$ cat src/rtl/reg_if_decode_pkg.sv
`default_nettype none
// +----------------------------------------------------------------------------+
// | Module      : reg_if_pkg                                                   |
// | Description : Shared types and helpers for the register-interface front    |
// |               end: bytes-per-word constant, byte-enable to bit-mask        |
// |               expansion, response payload struct and FSM state encoding.   |
// | Revision    : 1.0 - initial release                                        |
// +----------------------------------------------------------------------------+
package reg_if_pkg;

  // Bytes per 32-bit register word.
  localparam int unsigned BW = 4;

  // Response payload held in the response register.
  typedef struct packed {
    logic [31:0] rdata;
    logic        err;
  } rsp_t;

  // IDLE: no response pending; RESP: response held until consumed.
  typedef enum logic [0:0] {
    ST_IDLE = 1'b0,
    ST_RESP = 1'b1
  } rsp_state_e;

  // Expand one byte-enable bit into eight mask bits.
  function automatic logic [31:0] be_to_mask(input logic [BW-1:0] be);
    logic [31:0] m;
    m = '0;
    for (int unsigned b = 0; b < BW; b++) begin
      m[b*8 +: 8] = {8{be[b]}};
    end
    return m;
  endfunction

endpackage : reg_if_pkg
`default_nettype wire

$ cat src/rtl/reg_if_decode_if.sv
`default_nettype none
// +----------------------------------------------------------------------------+
// | Module      : reg_if_decode_if                                             |
// | Description : Bus-side request (req/gnt) and response (valid/ready)        |
// |               channels of the register-interface front end.                |
// |               Signal suffixes are given from the decoder's point of view.  |
// | Ports       : req_i, we_i, addr_i[AW-1:0], wdata_i[31:0], be_i[3:0]        |
// |               gnt_o, rsp_valid_o, rsp_ready_i, rdata_o[31:0], err_o        |
// | Revision    : 1.0 - initial release                                        |
// +----------------------------------------------------------------------------+
interface reg_if_decode_if #(
  parameter int unsigned AW = 8
);
  import reg_if_pkg::*;

  logic          req_i;
  logic          gnt_o;
  logic          we_i;
  logic [AW-1:0] addr_i;
  logic [31:0]   wdata_i;
  logic [BW-1:0] be_i;
  logic          rsp_valid_o;
  logic          rsp_ready_i;
  logic [31:0]   rdata_o;
  logic          err_o;

  // Bus initiator side.
  modport master (
    output req_i, we_i, addr_i, wdata_i, be_i, rsp_ready_i,
    input  gnt_o, rsp_valid_o, rdata_o, err_o
  );

  // Decoder side.
  modport slave (
    input  req_i, we_i, addr_i, wdata_i, be_i, rsp_ready_i,
    output gnt_o, rsp_valid_o, rdata_o, err_o
  );

endinterface : reg_if_decode_if
`default_nettype wire

$ cat src/rtl/reg_if_decode.sv
`default_nettype none
// +----------------------------------------------------------------------------+
// | Module      : reg_if_decode                                                |
// | Description : Register-interface front end. Accepts one bus request at a   |
// |               time, decodes the word address into one-hot write/read       |
// |               strobes, merges byte-enabled partial writes with the current |
// |               register value and returns read data / error through a       |
// |               one-deep valid/ready response register.                      |
// | Ports       : clk_i, rst_ni (async, active-low)                            |
// |               bus      - reg_if_decode_if.slave (request + response)       |
// |               reg_we_o - one-hot write strobe to register storage          |
// |               reg_re_o - one-hot read strobe                               |
// |               reg_wd_o - merged write data                                 |
// |               reg_rd_i - current register values, reg i at [32i+31:32i]    |
// | Revision    : 1.0 - initial release                                        |
// +----------------------------------------------------------------------------+
module reg_if_decode
  import reg_if_pkg::*;
#(
  parameter int unsigned     AW      = 8,
  parameter int unsigned     NREG    = 8,
  parameter logic [NREG-1:0] RO_MASK = '0
) (
  input  logic                 clk_i,
  input  logic                 rst_ni,
  reg_if_decode_if.slave       bus,
  output logic [NREG-1:0]      reg_we_o,
  output logic [NREG-1:0]      reg_re_o,
  output logic [31:0]          reg_wd_o,
  input  logic [NREG*32-1:0]   reg_rd_i
);

  localparam int unsigned c_IW = AW - 2;

  rsp_state_e      r_state;
  rsp_state_e      w_state_d;
  rsp_t            r_rsp;
  rsp_t            w_rsp_d;
  rsp_t            w_rsp_new;

  logic [c_IW-1:0] w_idx;
  logic [NREG-1:0] w_sel;
  logic            w_hit;
  logic            w_ro;
  logic [31:0]     w_cur;
  logic [31:0]     w_mask;
  logic            w_err;
  logic            w_gnt;
  logic            w_acc;
  logic            w_wr_ok;
  logic            w_rd_ok;

  assign w_idx = bus.addr_i[AW-1:2];

  // Address match: one-hot select, current value and read-only flag of the
  // addressed register. An index beyond NREG leaves w_hit low.
  always_comb begin
    w_sel = '0;
    w_hit = 1'b0;
    w_ro  = 1'b0;
    w_cur = '0;
    for (int unsigned i = 0; i < NREG; i++) begin
      if (32'(w_idx) == i) begin
        w_sel[i] = 1'b1;
        w_hit    = 1'b1;
        w_ro     = RO_MASK[i];
        w_cur    = reg_rd_i[i*32 +: 32];
      end
    end
  end

  assign w_err = (bus.addr_i[1:0] != 2'b00)
               | ~w_hit
               | (bus.we_i & (bus.be_i == '0))
               | (bus.we_i & w_ro);

  // One outstanding transaction; a new one may enter as the old is consumed.
  assign w_gnt = (r_state == ST_IDLE) | bus.rsp_ready_i;
  assign w_acc = bus.req_i & w_gnt;

  // Strobes are additionally gated by rst_ni so nothing reaches storage
  // while reset is held, even though gnt_o reads high then.
  assign w_wr_ok = w_acc & bus.we_i  & ~w_err & rst_ni;
  assign w_rd_ok = w_acc & ~bus.we_i & ~w_err & rst_ni;

  assign w_mask   = be_to_mask(bus.be_i);
  assign reg_we_o = {NREG{w_wr_ok}} & w_sel;
  assign reg_re_o = {NREG{w_rd_ok}} & w_sel;
  assign reg_wd_o = w_wr_ok ? ((bus.wdata_i & w_mask) | (w_cur & ~w_mask))
                            : bus.wdata_i;

  // Read data is returned only for clean reads; writes and errors return 0.
  always_comb begin
    w_rsp_new       = '0;
    w_rsp_new.err   = w_err;
    w_rsp_new.rdata = (bus.we_i | w_err) ? 32'h0 : w_cur;
  end

  always_ff @(posedge clk_i or negedge rst_ni) begin
    if (!rst_ni) begin
      r_state <= ST_IDLE;
      r_rsp   <= '0;
    end else begin
      r_state <= w_state_d;
      r_rsp   <= w_rsp_d;
    end
  end

  always_comb begin
    w_state_d = r_state;
    w_rsp_d   = r_rsp;
    case (r_state)
      ST_IDLE: begin
        if (w_acc) begin
          w_state_d = ST_RESP;
          w_rsp_d   = w_rsp_new;
        end
      end
      ST_RESP: begin
        // w_acc here implies rsp_ready_i: back-to-back reload.
        if (w_acc) begin
          w_rsp_d = w_rsp_new;
        end else if (bus.rsp_ready_i) begin
          w_state_d = ST_IDLE;
          w_rsp_d   = '0;
        end
      end
      default: begin
        w_state_d = ST_IDLE;
        w_rsp_d   = '0;
      end
    endcase
  end

  assign bus.gnt_o       = w_gnt;
  assign bus.rsp_valid_o = (r_state == ST_RESP);
  assign bus.rdata_o     = r_rsp.rdata;
  assign bus.err_o       = r_rsp.err;

endmodule : reg_if_decode
`default_nettype wire

$ cat src/flat_wrapper.sv
// flat-port wrapper written by rule: the top's interface ports become plain ports
module reg_if_decode_flat import reg_if_pkg::*;
#(
  parameter int unsigned     AW      = 8,
  parameter int unsigned     NREG    = 8,
  parameter logic [NREG-1:0] RO_MASK = '0
)
  (clk_i, rst_ni, reg_we_o, reg_re_o, reg_wd_o, reg_rd_i, bus_req_i, bus_we_i, bus_addr_i, bus_wdata_i, bus_be_i, bus_rsp_ready_i, bus_gnt_o, bus_rsp_valid_o, bus_rdata_o, bus_err_o);
  reg_if_decode_if #(.AW(AW)) bus_i ();
  input  logic clk_i;
  input  logic rst_ni;
  output logic [NREG-1:0] reg_we_o;
  output logic [NREG-1:0] reg_re_o;
  output logic [31:0] reg_wd_o;
  input  logic [NREG*32-1:0] reg_rd_i;
  input wire logic [$bits(bus_i.req_i)-1:0] bus_req_i;
  input wire logic [$bits(bus_i.we_i)-1:0] bus_we_i;
  input wire logic [$bits(bus_i.addr_i)-1:0] bus_addr_i;
  input wire logic [$bits(bus_i.wdata_i)-1:0] bus_wdata_i;
  input wire logic [$bits(bus_i.be_i)-1:0] bus_be_i;
  input wire logic [$bits(bus_i.rsp_ready_i)-1:0] bus_rsp_ready_i;
  output wire logic [$bits(bus_i.gnt_o)-1:0] bus_gnt_o;
  output wire logic [$bits(bus_i.rsp_valid_o)-1:0] bus_rsp_valid_o;
  output wire logic [$bits(bus_i.rdata_o)-1:0] bus_rdata_o;
  output wire logic [$bits(bus_i.err_o)-1:0] bus_err_o;
  assign bus_i.req_i = bus_req_i;
  assign bus_i.we_i = bus_we_i;
  assign bus_i.addr_i = bus_addr_i;
  assign bus_i.wdata_i = bus_wdata_i;
  assign bus_i.be_i = bus_be_i;
  assign bus_i.rsp_ready_i = bus_rsp_ready_i;
  assign bus_gnt_o = bus_i.gnt_o;
  assign bus_rsp_valid_o = bus_i.rsp_valid_o;
  assign bus_rdata_o = bus_i.rdata_o;
  assign bus_err_o = bus_i.err_o;
  reg_if_decode #(.AW(AW), .NREG(NREG), .RO_MASK(RO_MASK)) u_core (.clk_i(clk_i), .rst_ni(rst_ni), .bus(bus_i), .reg_we_o(reg_we_o), .reg_re_o(reg_re_o), .reg_wd_o(reg_wd_o), .reg_rd_i(reg_rd_i));
endmodule
$ cat config.mk
export PLATFORM = sky130hd
export DESIGN_NAME = reg_if_decode_flat
export DESIGN_NICKNAME = d
export VERILOG_FILES = /design/src/rtl/reg_if_decode_pkg.sv /design/src/rtl/reg_if_decode_if.sv /design/src/rtl/reg_if_decode.sv /design/src/flat_wrapper.sv
export SDC_FILE = /design/constraint.sdc
export NUM_CORES = 1
export LEC_CHECK = 0
export ABC_AREA = 1
export CORE_AREA = 4 4 150 152
export DETAILED_ROUTE_END_ITERATION = 8
export DIE_AREA = 0 0 154 156
export GPL_TIMING_DRIVEN = 1
export PLACE_DENSITY = 0.59
export REMOVE_ABC_BUFFERS = 1
export SLEW_MARGIN = 20
export SYNTH_ARGS = -nofsm -noshare
export SYNTH_HDL_FRONTEND = slang
export SYNTH_SLANG_ARGS = --single-unit
$ cat constraint.sdc
create_clock -name clk_i -period 1.91 [get_ports clk_i]
set_input_delay 0.191 -clock clk_i [delete_from_list [all_inputs] [get_ports clk_i]]
set_output_delay 0.191 -clock clk_i [all_outputs]
set_load 0.03 [all_outputs]
### After elaboration in Yosys (flattened, before gate mapping)

Index checks and enable logic that the tools add are counted.

| word-level totals | value |
|---|---|
| register bits | 34 |
| bits in latches | 0 |
| RAM bits | 0 |
| memory bits (read-only) | 0 |
| output and inout bits | 83 |
| memories | 0 |

| cells by class | value |
|---|---|
| add/subtract/negate cells | 0 |
| $mul | 0 |
| divide/modulo/power cells | 0 |
| $lt $le $gt $ge | 0 |
| equal/unequal tests | 9 |
| shift-type cells | 0 |
| mux-type cells | 33 |
| bitwise operators | 22 |
| reductions and logical operators | 4 |

Operators by type and width:

| kind | number |
|---|---|
| 32-bit two-way mux | 10 |
| 33-bit two-way mux | 3 |
| 33-bit case mux with 2 select lines | 1 |
| 32-bit bitwise AND | 2 |
| 32-bit inverter | 1 |
| 32-bit OR | 1 |
| 6-bit by 3-bit == test with 1-bit output (second input constant) | 4 |
| 1-bit two-way mux | 18 |
| 8-bit bitwise AND | 2 |
| 6-bit by 2-bit == test with 1-bit output (second input constant) | 2 |
| 1-bit bitwise AND | 8 |
| 6-bit by 1-bit == test with 1-bit output (second input constant) | 1 |
| 6-bit zero test | 1 |
| 4-bit zero test | 1 |
| 1-bit inverter | 4 |
| 1-bit OR | 4 |
| 3-bit != test (second input constant) | 1 |
| 2-bit by 1-bit != test with 1-bit output (second input constant) | 1 |
| 1-bit case mux with 2 select lines | 1 |
| 2-bit AND reduction | 1 |
| 2-bit nonzero test | 1 |

### Logic depth before layout (Yosys ltp)

Gate-level depths: netlist (run 1).

| logic depth | value |
|---|---|
| depth after elaboration | 16 |
| depth in mapped cells | 12 |
| mapped depth without buffers | 11 |

### Least setup slack after synthesis (run 1)

OpenSTA, ideal clock, no wires.

| timing path | value |
|---|---|
| kind | reg2out |
| from | register u_core.r_state (netlist: u_core.bus.rsp_valid_o) |
| to | output reg_wd_o[0] |
| data arrival time | 2.126 ns |
| required time | 1.719 ns |
| setup slack | -0.407 ns |
| cell stages (with the launch flop) | 10 |
| cell sequence | dfrtp_1 > nand2_1 > nand2_1 > nor2_1 > nand3_2 > buf_6 > nor2_8 > buf_6 > nor2_1 > a21oi_1 |

| between the ends | value |
|---|---|
| cells in the longest elaborated chain, start to end | 7 |

Ends and longest elaborated chain:

| element | RTL line | text |
|---|---|---|
| start, declared | reg_if_decode.sv:35 | `rsp_state_e r_state;` |
| start signal, assigned | reg_if_decode.sv:104 | `r_state <= w_state_d;` |
| 1-bit inverter | reg_if_decode.sv:78 | `assign w_gnt = (r_state == ST_IDLE) \| bus.rsp_ready_i;` |
| 1-bit OR | reg_if_decode.sv:78 |  |
| net bus_gnt_o | flat_wrapper.sv:22 | `output wire logic [$bits(bus_i.gnt_o)-1:0] bus_gnt_o;` |
| 1-bit bitwise AND | reg_if_decode.sv:79 | `assign w_acc = bus.req_i & w_gnt;` |
| 1-bit bitwise AND (3 in series) | reg_if_decode.sv:83 | `assign w_wr_ok = w_acc & bus.we_i & ~w_err & rst_ni;` |
| 32-bit two-way mux | reg_if_decode.sv:89 | `assign reg_wd_o = w_wr_ok ? ((bus.wdata_i & w_mask) \| (w_cur & ~w_mask))` |
| end, declared | flat_wrapper.sv:14 | `output logic [31:0] reg_wd_o;` |

The timed path passes the listed nets, and every way through them passes these cells.

### Worst setup path in the final report (run 1)

| timing path | value |
|---|---|
| from | register u_core.r_state (netlist: u_core.bus.rsp_valid_o) |
| to | output reg_wd_o[19] |

| between the ends | value |
|---|---|
| cells in the longest elaborated chain, start to end | 7 |

Ends and longest elaborated chain:

| element | RTL line |
|---|---|
| 1-bit inverter | reg_if_decode.sv:78 |
| 1-bit OR | reg_if_decode.sv:78 |
| 1-bit bitwise AND | reg_if_decode.sv:79 |
| 1-bit bitwise AND (3 in series) | reg_if_decode.sv:83 |
| 32-bit two-way mux | reg_if_decode.sv:89 |

Every way passes these cells.

==> results of run 1 <==
==> state kept, by name, summed over array words and instances, names as in the netlist <==
signal	flops
u_core.bus.rdata_o	32
u_core.bus.err_o	1
u_core.bus.rsp_valid_o	1
==> worst register-to-register path, cell delays in order (launching register included) <==
cell	delay (ps)
dfrtp_1	400
nand2_2	110
nand2_4	70
buf_4	150
inv_2	60
nand3_1	130
inv_2	140
buf_12	170
nand2_1	80
nand2_1	70
==> kinds of logic after synthesis <==
group                  count (synthesis)  share of synthesized area, %
DFF                                   34                          18.7
AOI/OAI and AO/OA                     29                          3.25
buffers and inverters                144                          13.3
and+or+nand+nor                      636                          64.8
==> routing by layer <==
metal	vias up	track usage, %	share of wire [%]
met2	286	42.6	51
li1	3723	-	-
met4	0	5.55	2.0
met5	-	0	0
met3	38	5.05	6.7
met1	3429	28.4	41
==> how the worst max path moves through the flow <==
stage                            from      endpoint  slack [ps]
4_1_cts        u_core.bus.rsp_valid_o  reg_wd_o[22]        -250
2_1_floorplan           bus_addr_i[5]  reg_wd_o[18]       -2300
6_report       u_core.bus.rsp_valid_o  reg_wd_o[19]        -240
5_1_grt        u_core.bus.rsp_valid_o  reg_wd_o[19]        -350
3_5_place_dp            bus_addr_i[3]  reg_wd_o[13]        -530
3_3_place_gp            bus_addr_i[6]   reg_wd_o[5]        -480
==> timing repair <==
item,in CTS,in global routing
setup buffers,36,13
resized for setup,110,115
endpoints found under the setup margin,50,48
pin swaps,37,44
cloned,8,4
==> per-stage QoR <==
| stage | setup TNS [ps] | total power, W | area (sq um) | worst slack, ps | hold slack [ps] |
|---|---|---|---|---|---|
| floorplan | -155820 | 0.00107 | 4290 | -2300 | -105 |
| global placement | -23120 | 0.00202 | 9510 | -482 | 460 |
| detailed placement | -23680 | 0.00202 | 9510 | -531 | 464 |
| CTS | -6050 | 0.00299 | 10500 | -252 | 233 |
| global route | -8080 | 0.00319 | 10900 | -351 | 245 |
| finish | -4670 | 0.00304 | 10900 | -239 | 191 |
==> layout by cell type (no fill, tap or decap), drive strengths merged <==
cell type and n:
a21o 1, clkdlybuf4s15 1, nor4 1, a21oi 21, nand4 104, dlygate4sd2 4, or2 50, inv 93
nand2 280, bufbuf 3, clkdlybuf4s50 326, nor2 155, nand3 48, clkbuf 15, dlymetal6s2s 1, dfrtp 34
clkinv 1, buf 210, o21ai 7
==> area by class of cell <==
cell class	instances	area, sq um	share of cell area [%]
Multi-Input combinational cell	667	3490	31.9
Tap cell	275	344	3.14
Clock inverter	1	5.00	0.0457
Clock buffer	7	143	1.30
Timing Repair Buffer	553	5750	52.5
Inverter	93	364	3.33
Sequential cell	34	851	7.77
==> power breakdown <==
group / leakage, nW / total (W) / internal [W] / switching [W]
registers: 0.470 / 0.000728 / 0.000725 / 0.00000298
clock network: 0.0739 / 0.000866 / 0.000519 / 0.000347
logic: 4.55 / 0.00144 / 0.000885 / 0.000559
total: 5.09 / 0.00304 / 0.00213 / 0.000909
==> summary.md, run 1 <==
| Metric | Value |
|---|---|
| Status | finished, violations left |
| Failing checks | negative setup slack |
| Gate Count Post-Synth | 843 |
| Main synth FF type | dfrtp_1 |
| CP max FO | 7 |
| # IOs | 388 |
| H-tree level count | 2 |
| R2r endpoint | u_core.bus.rdata_o[12] |
| Pins Over Slew Limit | 0 |
| Vias in the first global route | 7506 |
| Final setup violation count | 32 |
| Fillers | 2068 |
| Startpoint Class | register |
| DRC | 0 |
| EDFF count, synth | 0 |
| Final Cycle Share | 113% |
| Hold_buf cts | 0 |
| Total grt overflow | 0 |
| Port buffer count | 387 |
| List of most frequent post-synthesis cells | nand2_1 (280), nor2_1 (145), nand4_1 (104), inv_1 (87), nand3_1 (43) |
| Library cells used by synthesis | 23 |
| CP peak stage delay | 400 ps |
| Reg2Reg Depth | 9 |
| WP depth | 11 |
| Worst path bufs/invs | 4 |
| Crit-path cells | nand2_2 -> nand2_4 -> nor2_4 -> nand3_4 -> buf_6 -> nor2_4 -> buf_12 -> nand4_1 -> nand2_1 -> inv_1 -> buf_6 |
| First-pass GRT wire length | 43700 um |
| WP data arrival | 1960 ps |
| Starting Density | 21.6% |
| Vias per std cell | 4.59 |
| R2R Setup Slk | 480 ps |
| Post-route insts no fill | 1630 |
| Final WL | 30700 um |
| Synthesis-stage register bit count | 34 |
| Crit path time final | 2150 ps |
| Reg-to-Reg Start | u_core.bus.rsp_valid_o |
| Clock Root Buffer | clkbuf_16 |
| Row count | 53 |
| Count leader, synth | nand2_1 |
| Largest net degree at the start of global routing | 35 |
| Ant. Diodes | 0 |
| Worst Hold Class | in -> async |
| Detailed Routing Iterations Pass 1 | 7 |
| Synth-to-layout area growth | 141% |
| Crit-path leading delay family | simple AND/OR/NAND/NOR gates |
| Leakage | 5.09 nW |
| Synthesized area | 0.00454 sq mm |
| Deepest clock path buffer count | 2 |
| Maximum vdd drop | 258 uV |
| Ys Warns | 0 |
| Initial antenna violation count | 0 |
| Clock slew at reported path FFs | 60 ps |
| Worst slew pin tran | 528 ps |
| Slew HR | 64.8% |
| Max-Cap Viols | 0 |
| CTS tree | done |
| Synth area leader | nand2_1 |
| Core ar. | 0.0210 sq mm |
| CP max stage cell | dfrtp_1 |
| Mean cell area of the mapped netlist | 5.39 sq um |
| Die area | 0.0240 sq mm |
| Total GRT Usage | 23.5% |
| Fin. Hold Viols | 0 |
| Worst-skew pair later-pin latency | 290 ps |
| Proportion of layout cells with a drive suffix above 1 | 26.6% |
| RSZ-0062 raised after global routing | yes |
| Dpl hpwl | 22200 um |
| Synth area leaders | nand2_1 (23%), dfrtp_1 (19%), nand4_1 (14%), nor2_1 (12%), inv_1 (7.2%) |
| Chip Height | 156 um |
| Cell Pwr Density | 277 mW/mm^2 |
| Post-synthesis sequential area ratio | 18.7% |
| Ys async rst share | 100% |
| Remaining antenna violation count | 0 |
| Final core utilization | 52.1% |
| Crit Path Class | reg -> out |
| Placer Congestion | 0.906 |
| WP data required | 1720 ps |
| CP Capture Type | output pin |
| Inst Count DP | 1566 |
| Max Freq | 465 MHz |
| Synth top area share | 23.1% |
| Chip Width | 154 um |
| Final Skew | 5.66 ps |
| CTS Buf Count | 5 |
| Drt initial violations | 355 |
| Wirelength per Cell | 18.8 um |
| Final #Nets | 1659 |
| Final setup margin | -239 ps |
| Clock sinks | 34 |
| Vias | 7476 |
Note: power is estimated with default switching activity, not from simulation.
==> inputs of run 2 (changes only) <==
==> constraint.sdc (replaced) <==
create_clock -name clk_i -period 2.36 [get_ports clk_i]
set_input_delay 0.236 -clock clk_i [delete_from_list [all_inputs] [get_ports clk_i]]
set_output_delay 0.236 -clock clk_i [all_outputs]
set_load 0.03 [all_outputs]
==> summary.md, run 2 (synthesis results as in run 1) <==
| Metric | Value |
|---|---|
| Row count | 53 |
| Synth-to-layout area growth | 125% |
| Cell Pwr Density | 234 mW/mm^2 |
| DRC | 0 |
| Wirelength per Cell | 18.8 um |
| R2R Setup Slk | 750 ps |
| Startpoint Class | register |
| Worst slew pin tran | 572 ps |
| Dpl hpwl | 22300 um |
| CTS tree | done |
| Vias | 7378 |
| Crit path time final | 2300 ps |
| Final core utilization | 48.7% |
| Die area | 0.0240 sq mm |
| Total grt overflow | 0 |
| Final Cycle Share | 97.6% |
| Maximum vdd drop | 200 uV |
| WP data arrival | 2070 ps |
| Chip Width | 154 um |
| First-pass GRT wire length | 41500 um |
| Pre-CTS WS | -204 ps |
| Total GRT Usage | 22.4% |
| CP Capture Type | output pin |
| WP data required | 2120 ps |
| Commonest non-fill, non-tap cell in the layout | clkdlybuf4s50_1 |
| Clock Root Buffer | clkbuf_16 |
| Drt initial violations | 416 |
| Detailed Routing Iterations Pass 1 | 5 |
| RSZ-0062 raised after global routing | yes |
| Hold_buf cts | 0 |
| Port buffer count | 387 |
| Starting Density | 21.6% |
| Fin. Hold Viols | 0 |
| Placer Congestion | 0.903 |
| Number of flip-flops in the largest register | 32 |
| Final setup margin | 56.4 ps |
| Chip Height | 156 um |
| Proportion of layout cells with a drive suffix above 1 | 20.4% |
| Final #Nets | 1627 |
| Vias per std cell | 4.61 |
| Reg-to-Reg Start | u_core.bus.rsp_valid_o |
| Max-Cap Viols | 0 |
| R2r endpoint | u_core.bus.rdata_o[16] |
| CP max FO | 3 |
| Clock sinks | 34 |
| Final Skew | 5.53 ps |
| Final WL | 30000 um |
| Leakage | 4.90 nW |
| # IOs | 388 |
| Most frequent cells in the layout | clkdlybuf4s50_1 (326), nand2_1 (273), nor2_1 (134) |
| Core ar. | 0.0210 sq mm |
| Initial antenna violation count | 1 |
| Pins Over Slew Limit | 0 |
| Worst Hold Class | in -> async |
| H-tree level count | 2 |
| Vias in the first global route | 7099 |
| Worst-skew pair later-pin latency | 290 ps |
| Crit Path Class | reg -> out |
| Remaining antenna violation count | 0 |
| Clock slew at reported path FFs | 60 ps |
| Slew HR | 61.9% |
| Largest net degree at the start of global routing | 39 |
| Deepest clock path buffer count | 2 |
| Final setup violation count | 0 |
| Reg2Reg Depth | 10 |
| Status | finished, final reports clean |
| CTS Buf Count | 5 |
| Max Freq | 434 MHz |
run 2: power by group:
part | internal, W | switching (W)
clock | 0.000420 | 0.000297
sequential | 0.000587 | 0.00000291
combinational | 0.000655 | 0.000429
total | 0.00166 | 0.000728
run 2: how the worst max path moves through the flow:
stage                         endpoint  cells after the start  slack (ps)                   start
after floorplan           reg_wd_o[18]                      9       -1940           bus_addr_i[5]
after global placement    reg_wd_o[20]                      9        -230           bus_addr_i[5]
after detailed placement  reg_wd_o[20]                     10        -200           bus_addr_i[7]
after CTS                 reg_wd_o[27]                     13          -2           bus_addr_i[4]
after global routing       reg_wd_o[0]                     12         -30  u_core.bus.rsp_valid_o
final                      reg_wd_o[0]                     12          60  u_core.bus.rsp_valid_o
run 2: cell type report:
| cell class | instances | area [sq um] |
|---|---|---|
| Antenna cell | 1 | 2.50 |
| Clock buffer | 7 | 143 |
| Clock inverter | 1 | 5.00 |
| Fill cell | 2165 | 10800 |
| Inverter | 93 | 363 |
| Multi-Input combinational cell | 666 | 3240 |
| Sequential cell | 34 | 851 |
| Tap cell | 275 | 344 |
| Timing Repair Buffer | 522 | 5280 |
run 2: through the flow:
step                total power, W  area [sq um]  setup TNS [ps]  instances  hold slack [ps]
floorplan                 0.000864          4290         -125580        792            -59.6
global placement           0.00161          9350           -3990       1553              460
detailed placement         0.00161          9350           -3610       1553              464
CTS                        0.00237          9750           -1.88       1577              184
global route               0.00252         10200            -209       1599              214
finish                     0.00239         10200               0       1599              180
run 2: critical path: stages (launching register included):
cell and delay [ps]:
dfrtp_1 410, nand2_2 120, nand2_4 70, nor2_4 110, nand3_4 90, buf_6 140
buf_6 120, buf_6 130, nor2_4 130, buf_6 130, nor2_1 40, a21oi_1 110
buf_4 180
run 2: timing repair:
item                       4_1_cts  5_1_grt
cloned                           3        7
pin swaps                       10       23
buffers inserted                13       14
setup endpoints to repair       34       32
gates resized for setup         32       67
run 2: routing by layer:
metal | vias up | share of wire [%] | routed length [um] | GRT usage (%)
met5 | - | 0 | 0 | 0
met4 | 0 | 2.4 | 734 | 6.18
met3 | 45 | 7.2 | 2150 | 5.16
met2 | 322 | 49 | 14900 | 38.8
met1 | 3358 | 41 | 12300 | 27.8
li1 | 3653 | - | - | -
==> inputs of run 3 (changes only) <==
--- a/config.mk
+++ b/config.mk
@@ -7,6 +7,7 @@
 export LEC_CHECK = 0
 export ABC_AREA = 1
 export CORE_AREA = 4 4 150 152
+export CTS_CLUSTER_SIZE = 20
 export DETAILED_ROUTE_END_ITERATION = 8
 export DIE_AREA = 0 0 154 156
 export GPL_TIMING_DRIVEN = 1
==> results of run 3 <==
No change in the layout: final DEF, timing and power equal those of run 2.
